File: config.mk
export PLATFORM = sky130hd
export DESIGN_NAME = dsp_mac_sequencer
export DESIGN_NICKNAME = d
export VERILOG_FILES = /design/src/rtl/dsp_mac_sequencer.sv
export SDC_FILE = /design/constraint.sdc
export NUM_CORES = 1
export LEC_CHECK = 0
export BUFFER_PORTS_ARGS = -buffer_cell sky130_fd_sc_hd__buf_2
export CAP_MARGIN = 20
export CORE_MARGIN = 3
export CORE_UTILIZATION = 45
export DETAILED_ROUTE_END_ITERATION = 10
export HOLD_SLACK_MARGIN = 0.12
export PLACE_DENSITY = 0.9
export SLEW_MARGIN = 20
export SYNTH_ARGS = -nofsm -noshare
export SYNTH_HDL_FRONTEND = slang
export SYNTH_SLANG_ARGS = --single-unit
File: constraint.sdc
create_clock -name CLK -period 3.15 [get_ports CLK]
set_input_delay 0.1575 -clock CLK [delete_from_list [all_inputs] [get_ports CLK]]
set_output_delay 0.1575 -clock CLK [all_outputs]
set_load 0.1 [all_outputs]
File: src/rtl/dsp_mac_sequencer.sv
// dsp_mac_sequencer: drives a DSP48A1_SYNC slice as an N-tap multiply-accumulate
// engine. It accepts a start/length command, streams operand pairs into the
// slice, and steers opmode and clock enables so that each product lands in P at
// the right edge. The final P value is returned over a result handshake.
//
// Handshake semantics (operand and result sides alike): a transfer happens on
// a rising CLK edge where valid and ready are both high. The producer holds
// valid and data stable until that edge. in_ready depends only on state, never
// on in_valid. result_valid stays high, with result held, until the consumer
// raises result_ready.
module dsp_mac_sequencer #(
  parameter int LEN_W    = 8,
  parameter int PIPE_LAT = 3
) (
  input  logic             CLK,
  input  logic             rst_n,
  input  logic             start,
  input  logic [LEN_W-1:0] len,
  input  logic [17:0]      in_a,
  input  logic [17:0]      in_b,
  input  logic             in_valid,
  output logic             in_ready,
  output logic [17:0]      dsp_a,
  output logic [17:0]      dsp_b,
  output logic [7:0]       dsp_opmode,
  output logic             dsp_cea,
  output logic             dsp_ceb,
  output logic             dsp_cem,
  output logic             dsp_cep,
  output logic             dsp_ceopmode,
  input  logic [47:0]      dsp_p,
  output logic             busy,
  output logic             len_err,
  output logic [47:0]      result,
  output logic             result_valid,
  input  logic             result_ready,
  output logic [1:0]       state_dbg
);

  localparam logic [1:0] S_IDLE  = 2'd0;
  localparam logic [1:0] S_RUN   = 2'd1;
  localparam logic [1:0] S_DRAIN = 2'd2;
  localparam logic [1:0] S_DONE  = 2'd3;

  // drain_cnt holds values up to PIPE_LAT-1
  localparam int DRAIN_W = (PIPE_LAT < 2) ? 1 : $clog2(PIPE_LAT);

  // Opmode words: X mux in [1:0], Z mux in [3:2]
  localparam logic [7:0] OP_IDLE  = 8'h00;
  localparam logic [7:0] OP_FIRST = 8'h01;  // X=M, Z=0: restart the accumulator
  localparam logic [7:0] OP_ACC   = 8'h09;  // X=M, Z=P: accumulate
  localparam logic [7:0] OP_HOLD  = 8'h08;  // X=0, Z=P: P keeps its value

  logic [1:0]         state;
  logic [LEN_W-1:0]   len_q;
  logic [LEN_W-1:0]   cnt;
  logic [DRAIN_W-1:0] drain_cnt;
  logic               ce_en;
  logic               accept;
  logic               last_accept;

  // Handshake decode and pass-through of operands to the slice
  always_comb begin
    in_ready     = (state == S_RUN);
    accept       = in_valid & in_ready;
    last_accept  = accept && (cnt == (len_q - LEN_W'(1)));
    busy         = (state != S_IDLE);
    dsp_a        = in_a;
    dsp_b        = in_b;
    dsp_cea      = accept;
    dsp_ceb      = accept;
    dsp_cem      = ce_en;
    dsp_cep      = ce_en;
    dsp_ceopmode = ce_en;
    state_dbg    = state;
  end

  // M, P and OPMODE registers run continuously once out of reset
  always_ff @(posedge CLK or negedge rst_n) begin
    if (!rst_n) ce_en <= 1'b0;
    else        ce_en <= 1'b1;
  end

  // Command FSM: burst counting, pipeline drain and result capture
  always_ff @(posedge CLK or negedge rst_n) begin
    if (!rst_n) begin
      state        <= S_IDLE;
      len_q        <= '0;
      cnt          <= '0;
      drain_cnt    <= '0;
      result       <= '0;
      result_valid <= 1'b0;
      len_err      <= 1'b0;
    end else begin
      len_err <= 1'b0;
      case (state)
        S_IDLE: begin
          if (start) begin
            if (len == '0) begin
              len_err <= 1'b1;
            end else begin
              len_q <= len;
              cnt   <= '0;
              state <= S_RUN;
            end
          end
        end
        S_RUN: begin
          if (accept) begin
            cnt <= cnt + LEN_W'(1);
            if (last_accept) begin
              drain_cnt <= DRAIN_W'(PIPE_LAT - 1);
              state     <= S_DRAIN;
            end
          end
        end
        S_DRAIN: begin
          if (drain_cnt == '0) begin
            result       <= dsp_p;
            result_valid <= 1'b1;
            state        <= S_DONE;
          end else begin
            drain_cnt <= drain_cnt - DRAIN_W'(1);
          end
        end
        S_DONE: begin
          // start is deliberately not looked at here
          if (result_ready) begin
            result_valid <= 1'b0;
            state        <= S_IDLE;
          end
        end
        default: state <= S_IDLE;
      endcase
    end
  end

  // Opmode for the slice, one edge ahead of its OPMODE register
  always_ff @(posedge CLK or negedge rst_n) begin
    if (!rst_n) begin
      dsp_opmode <= OP_IDLE;
    end else if (accept) begin
      dsp_opmode <= (cnt == '0) ? OP_FIRST : OP_ACC;
    end else if (state == S_RUN || state == S_DRAIN) begin
      dsp_opmode <= OP_HOLD;
    end else begin
      dsp_opmode <= OP_IDLE;
    end
  end

endmodule
# Word-level counts from Yosys, hierarchy flattened
# Index checks and enable logic that the tools add are counted.
op_classes:
  addsub: 3
  n_eq_ne: 11
  n_mux: 22
  bitwise: 2
  n_reduce_logical: 16
op_table:
  columns: ["op", "n"]
  rows:
  - ["8-bit 2-to-1 mux", 3]
  - ["8-bit zero test", 2]
  - ["8-bit one-hot mux with 2 select lines", 1]
  - ["2-bit 2-to-1 mux", 7]
  - ["4-bit 2-to-1 mux", 3]
  - ["2-bit != test, second input constant", 5]
  - ["8-bit by 1-bit adder with 8-bit output, second input constant", 1]
  - ["8-bit == test", 1]
  - ["2-bit one-hot mux with 4 select lines", 1]
  - ["4-bit AND reduction", 2]
  - ["2-bit nonzero test", 4]
  - ["8-bit by 1-bit subtractor with 8-bit output, second input constant", 1]
  - ["3-bit AND reduction", 2]
  - ["6-bit AND reduction", 1]
  - ["1-bit 2-to-1 mux", 5]
  - ["2-bit == test, second input constant", 2]
  - ["2-bit zero test", 2]
  - ["2-bit by 1-bit != test with 1-bit output, second input constant", 2]
  - ["2-bit one-hot mux with 2 select lines", 1]
  - ["2-bit by 1-bit == test with 1-bit output, second input constant", 1]
  - ["1-bit one-hot mux with 2 select lines", 1]
  - ["2-bit AND reduction", 1]
  - ["2-bit by 1-bit subtractor with 2-bit output, second input constant", 1]
  - ["1-bit bitwise AND", 1]
  - ["3 further kinds", 3]
totals:
  regBits: 79
  in_bits: 97
  elab_cells: 63

# Logic depth before layout (Yosys ltp)
logic_depth:
  ltp_word: 6
  ltp_mapped: 9
  depth_no_buf: 8

# Least setup slack after synthesis
# OpenSTA, ideal clock, no wires.
synth_timing:
  path_type: "register -> register"
  startpoint: "register state[0] (netlist: state_dbg[0])"
  endpoint: "register state[0] (netlist: state_dbg[0])"
  setup_time_ns: 0.082
  t_arrival_ns: 4.373
  required_ns: 3.068
  slack_ns: -1.305
  stages_incl_launch_ff: 9
  period_less_slack_ns: 4.455
  path_cell_list: "dfrtp_1 -> ha_1 -> and2_1 -> clkbuf_1 -> nand3_1 -> a211o_2 -> a211o_1 -> a21oi_2 -> mux2i_1"
synth_between:
  elab_chain_len: 5
  word_cells_on_any_way: 14
  cone_classes: "eq/ne (9); mux (1); bitwise (1); reduce/logical (3)"
synth_lines:
  columns: ["element", "line_no", "rtl"]
  rows:
  - ["from (decl)", "54", "logic [1:0] state;"]
  - ["from (signal assigned)", "87", "state <= S_IDLE;"]
  - ["from (signal assigned)", "104", "state <= S_RUN;"]
  - ["from (signal assigned)", "113", "state <= S_DRAIN;"]
  - ["2-bit by 1-bit == test with 1-bit output (*)", "64", "in_ready = (state == S_RUN);"]
  - ["named net in_ready", "22", "output logic in_ready,"]
  - ["1-bit bitwise AND (*)", "65", "accept = in_valid & in_ready;"]
  - ["named net dsp_cea", "26", "output logic dsp_cea,"]
  - ["1-bit logical AND", "66", "last_accept = accept && (cnt == (len_q - LEN_W'(1)));"]
  - ["2-bit by 1-bit != test with 1-bit output (no source line)", null, null]
  - ["6-bit AND reduction (no source line) (*)", null, null]
# Mark *: on every way through the listed nets, which the timed path passes. The rest lies on a longest branch.
# A chain may end at the register's enable or synchronous reset.

# Final worst setup path
layout_timing:
  startpoint: "register len_q[0]"
  endpoint: "register state[0] (netlist: state_dbg[0])"
layout_between:
  elab_chain_len: 5
layout_lines:
  columns: ["element", "line_no", "rtl"]
  rows:
  - ["from (decl)", "55", "logic [LEN_W-1:0] len_q;"]
  - ["from (signal assigned)", "102", "len_q <= len;"]
  - ["8-bit by 1-bit subtractor with 8-bit output", "66", null]
  - ["8-bit == test", "66", null]
  - ["1-bit logical AND", "66", null]
  - ["2-bit by 1-bit != test with 1-bit output (no source line)", null, null]
  - ["6-bit AND reduction (no source line)", null, null]
# No other way between the ends.

==> summary.txt <==
status: complete, no violations
min cycle time layout: 2635 ps
layout cells sized above 1: 44.08%
routability cong.: 0.8613
multi-input logic area: 1403 sq um
worst-skew pair later-pin latency: 340 ps
Port Buffers: 121
RR Endpoint: state_dbg[0]
hold depth: 2
synth unique cells: 40
DRC: 0
CTS Buf Count: 9
CP max stage cell: dfrtp_1
EDFF count, synth: 0
main combinational cell family by area after synthesis: multiplexers
maximum fanout along the worst path: 6
largest net degree at the start of global routing: 74
Initial Util: 46.65%
routed vias: 2809
initial antenna violation count: 0
Top FF cell, synth: dfrtp_1
measured slew at the worst slew-check pin: 899.4 ps
drt total wl: 8986 um
RSZ-0062 raised after global routing: false
WP data arrival: 2880 ps
Hold Path End: dsp_opmode[0]
I/O Pins: 200
Sinks on Clock Net: 73
Final period util: 83.64%
Die Wd: 95.74 um
Final TNS setup: 0 ps
Synth Area in XOR/XNOR: 4.006%
global route overflow: 0
NumNets Final: 558
first-pass GRT wire length: 13910 um
DRT iter0 DRCs: 97
cell count after synthesis: 307
post-synthesis sequential area ratio: 50.41%
reg2reg path depth: 8
All-Layer GR Usage: 19.97%
vias in the first global route: 2977
Clock Tree Root: clkbuf_8
Worst-path clk slew: 80 ps
Antenna Violating Nets Remaining: 0
Max Clk Rate: 379.6 MHz
Inserted Diodes: 0
FF/Latch Area: 1828 sq um
area of the die: 9165 sq um
Worst path max stage delay: 430 ps
CP required: 3400 ps
P&R area growth vs syn: 33.08%
WL per Instance: 16.10 um
post-synthesis mux area share: 17.30%
Post-Syn Area: 3623 sq um
Critical Path Sink Type: flop
H-tree depth: 3
Final Hold Viols: 0
post-synthesis compound-gate area fraction: 5.352%
Min-Delay Path Class: in -> reg
Warnings, synthesis: 0
final setup vio count: 0
Startpoint Class: flop
Clock Path Buffers: 2
Synth Area in Simple Gates: 7.804%
FP Rows: 32
Critical R2R Launch: len_q[0]
# Max-Cap Violations: 0
fraction of registers with async set/reset: 100.0%
Post-Route Skew: 4.905 ps
DIE HEIGHT: 95.74 um
fin. max-slew vios: 0
total iterations of the first detailed-routing run: 4
critical path class: reg -> reg
TritonCTS clock tree: done
flop2flop setup slack: 520 ps
min-delay src: in_valid
Core ar.: 7767 sq um
CP Cell Sequence: inv_1 > ha_1 > or2b_2 > or4_1 > a31o_1 > a211o_1 > a21oi_2 > mux2i_1
DR vias/cell: 5.034
DP Wirelength: 5576 um
postcts setup bufs: 0
fill cell count: 624
worst slew margin relative to its limit: 40.04%
Avg Cell Area, Syn: 11.80 sq um
flops & latches, synth: 73
Post-Synth Adder-Cell Area: 3.108%
-- kinds of logic after synthesis --
kind of cell | count (synthesis)
fa+ha+maj | 9
other cells | 2
mux | 56
buf+inv | 69
simple gates | 54
compound gates | 29
xor+xnor | 15
flops | 73
-- cell usage after synthesis (3+ instances only) --
library cell | count | area [sq um]
nor3_1 | 4 | 20.02
buf_4 | 45 | 337.8
nor2_1 | 12 | 45.04
o211ai_1 | 4 | 30.03
nand3_1 | 8 | 40.04
dfrtp_1 | 73 | 1827
inv_1 | 15 | 56.30
xnor2_1 | 6 | 52.55
xor2_1 | 8 | 70.07
nand4_1 | 4 | 25.02
ha_1 | 9 | 112.6
mux2i_1 | 3 | 30.03
a21oi_1 | 6 | 30.03
nand2_1 | 9 | 33.78
nor4_1 | 3 | 18.77
mux2_2 | 53 | 596.8
clkbuf_1 | 9 | 33.78
o21ai_0 | 8 | 40.04
or4_1 | 3 | 22.52
-- worst max-delay path: cells and delay by family (launching register included) --
kind	cells	cell delay (ps)
AO/OA/AOI/OAI	3	780
AND/OR/NAND/NOR	2	720
flip-flops	1	430
adder cells (fa/ha/maj)	1	270
multiplexers	1	240
buffers and inverters	1	100
-- final cells by class --
class	count	share of cell area, %
Sequential cell	73	37.91
Multi-Input combinational cell	170	29.09
Timing Repair Buffer	183	25.38
Tap cell	102	2.647
Clock buffer	9	2.569
Clock inverter	6	1.245
Inverter	15	1.168
-- routing by layer --
layer / track usage [%] / routed length [um] / vias up
li1: - / - / 1291
met1: 21.68 / 3245 / 1366
met2: 35.21 / 4837 / 119
met3: 5.708 / 597 / 33
met4: 10.43 / 306 / 0
met5: 0 / 0 / -
-- layout by cell type, fill, tap and decap left out, drive strengths merged, types with 2 or more instances in the layout --
cell type,netlist,layout
a211o,2,2
clkinvlp,0,2
and2,2,2
nor2,12,12
nor3,4,4
xor2,8,8
a31o,2,2
ha,9,9
o211ai,4,4
dlygate4sd3,0,60
nand2,9,9
clkbuf,9,9
o21ai,8,8
conb,2,7
or2b,2,2
mux2,53,53
buf,45,123
nand3,8,8
clkinv,0,3
xnor2,6,6
a21oi,7,7
or4,3,3
and3,2,2
a211oi,2,2
nand4,4,4
nor4,3,3
dfrtp,73,73
inv,15,15
mux2i,3,3
-- registers in the layout, indices dropped and copies added (netlist names) --
name,count
cnt,8
drain_cnt,2
dsp_cem,1
dsp_opmode,2
len_err,1
len_q,8
result,48
result_valid,1
state_dbg,2
-- stage by stage --
stage	setup WS, ps	cell area, sq um	hold WS, ps	std cells	util [%]
floorplan	16.32	3660	-138.1	312	-
global route	402.9	4822	224.9	558	62.08
finish	515.5	4822	248.4	558	62.08
detailed placement	550.4	4038	315.7	483	51.98
CTS	506.3	4822	218.9	558	62.08
global placement	675.4	4038	315.7	483	51.98
-- worst max path at each step --
stage	start	end	slack, ps
after floorplan	state_dbg[1]	state_dbg[0]	20
after global placement	len_q[0]	state_dbg[0]	680
after detailed placement	len_q[0]	state_dbg[0]	550
after CTS	len_q[0]	state_dbg[0]	510
after global routing	len_q[0]	state_dbg[0]	400
final	len_q[0]	state_dbg[0]	520
-- timing repair --
item,4_1_cts,5_1_grt
gates resized for setup,0,0
hold endpoints to repair,131,0
hold buffers,60,0
Power is left out: the tool's default activity adds up to more than one toggle a clock period on the data nets, which glitch-free logic cannot reach.
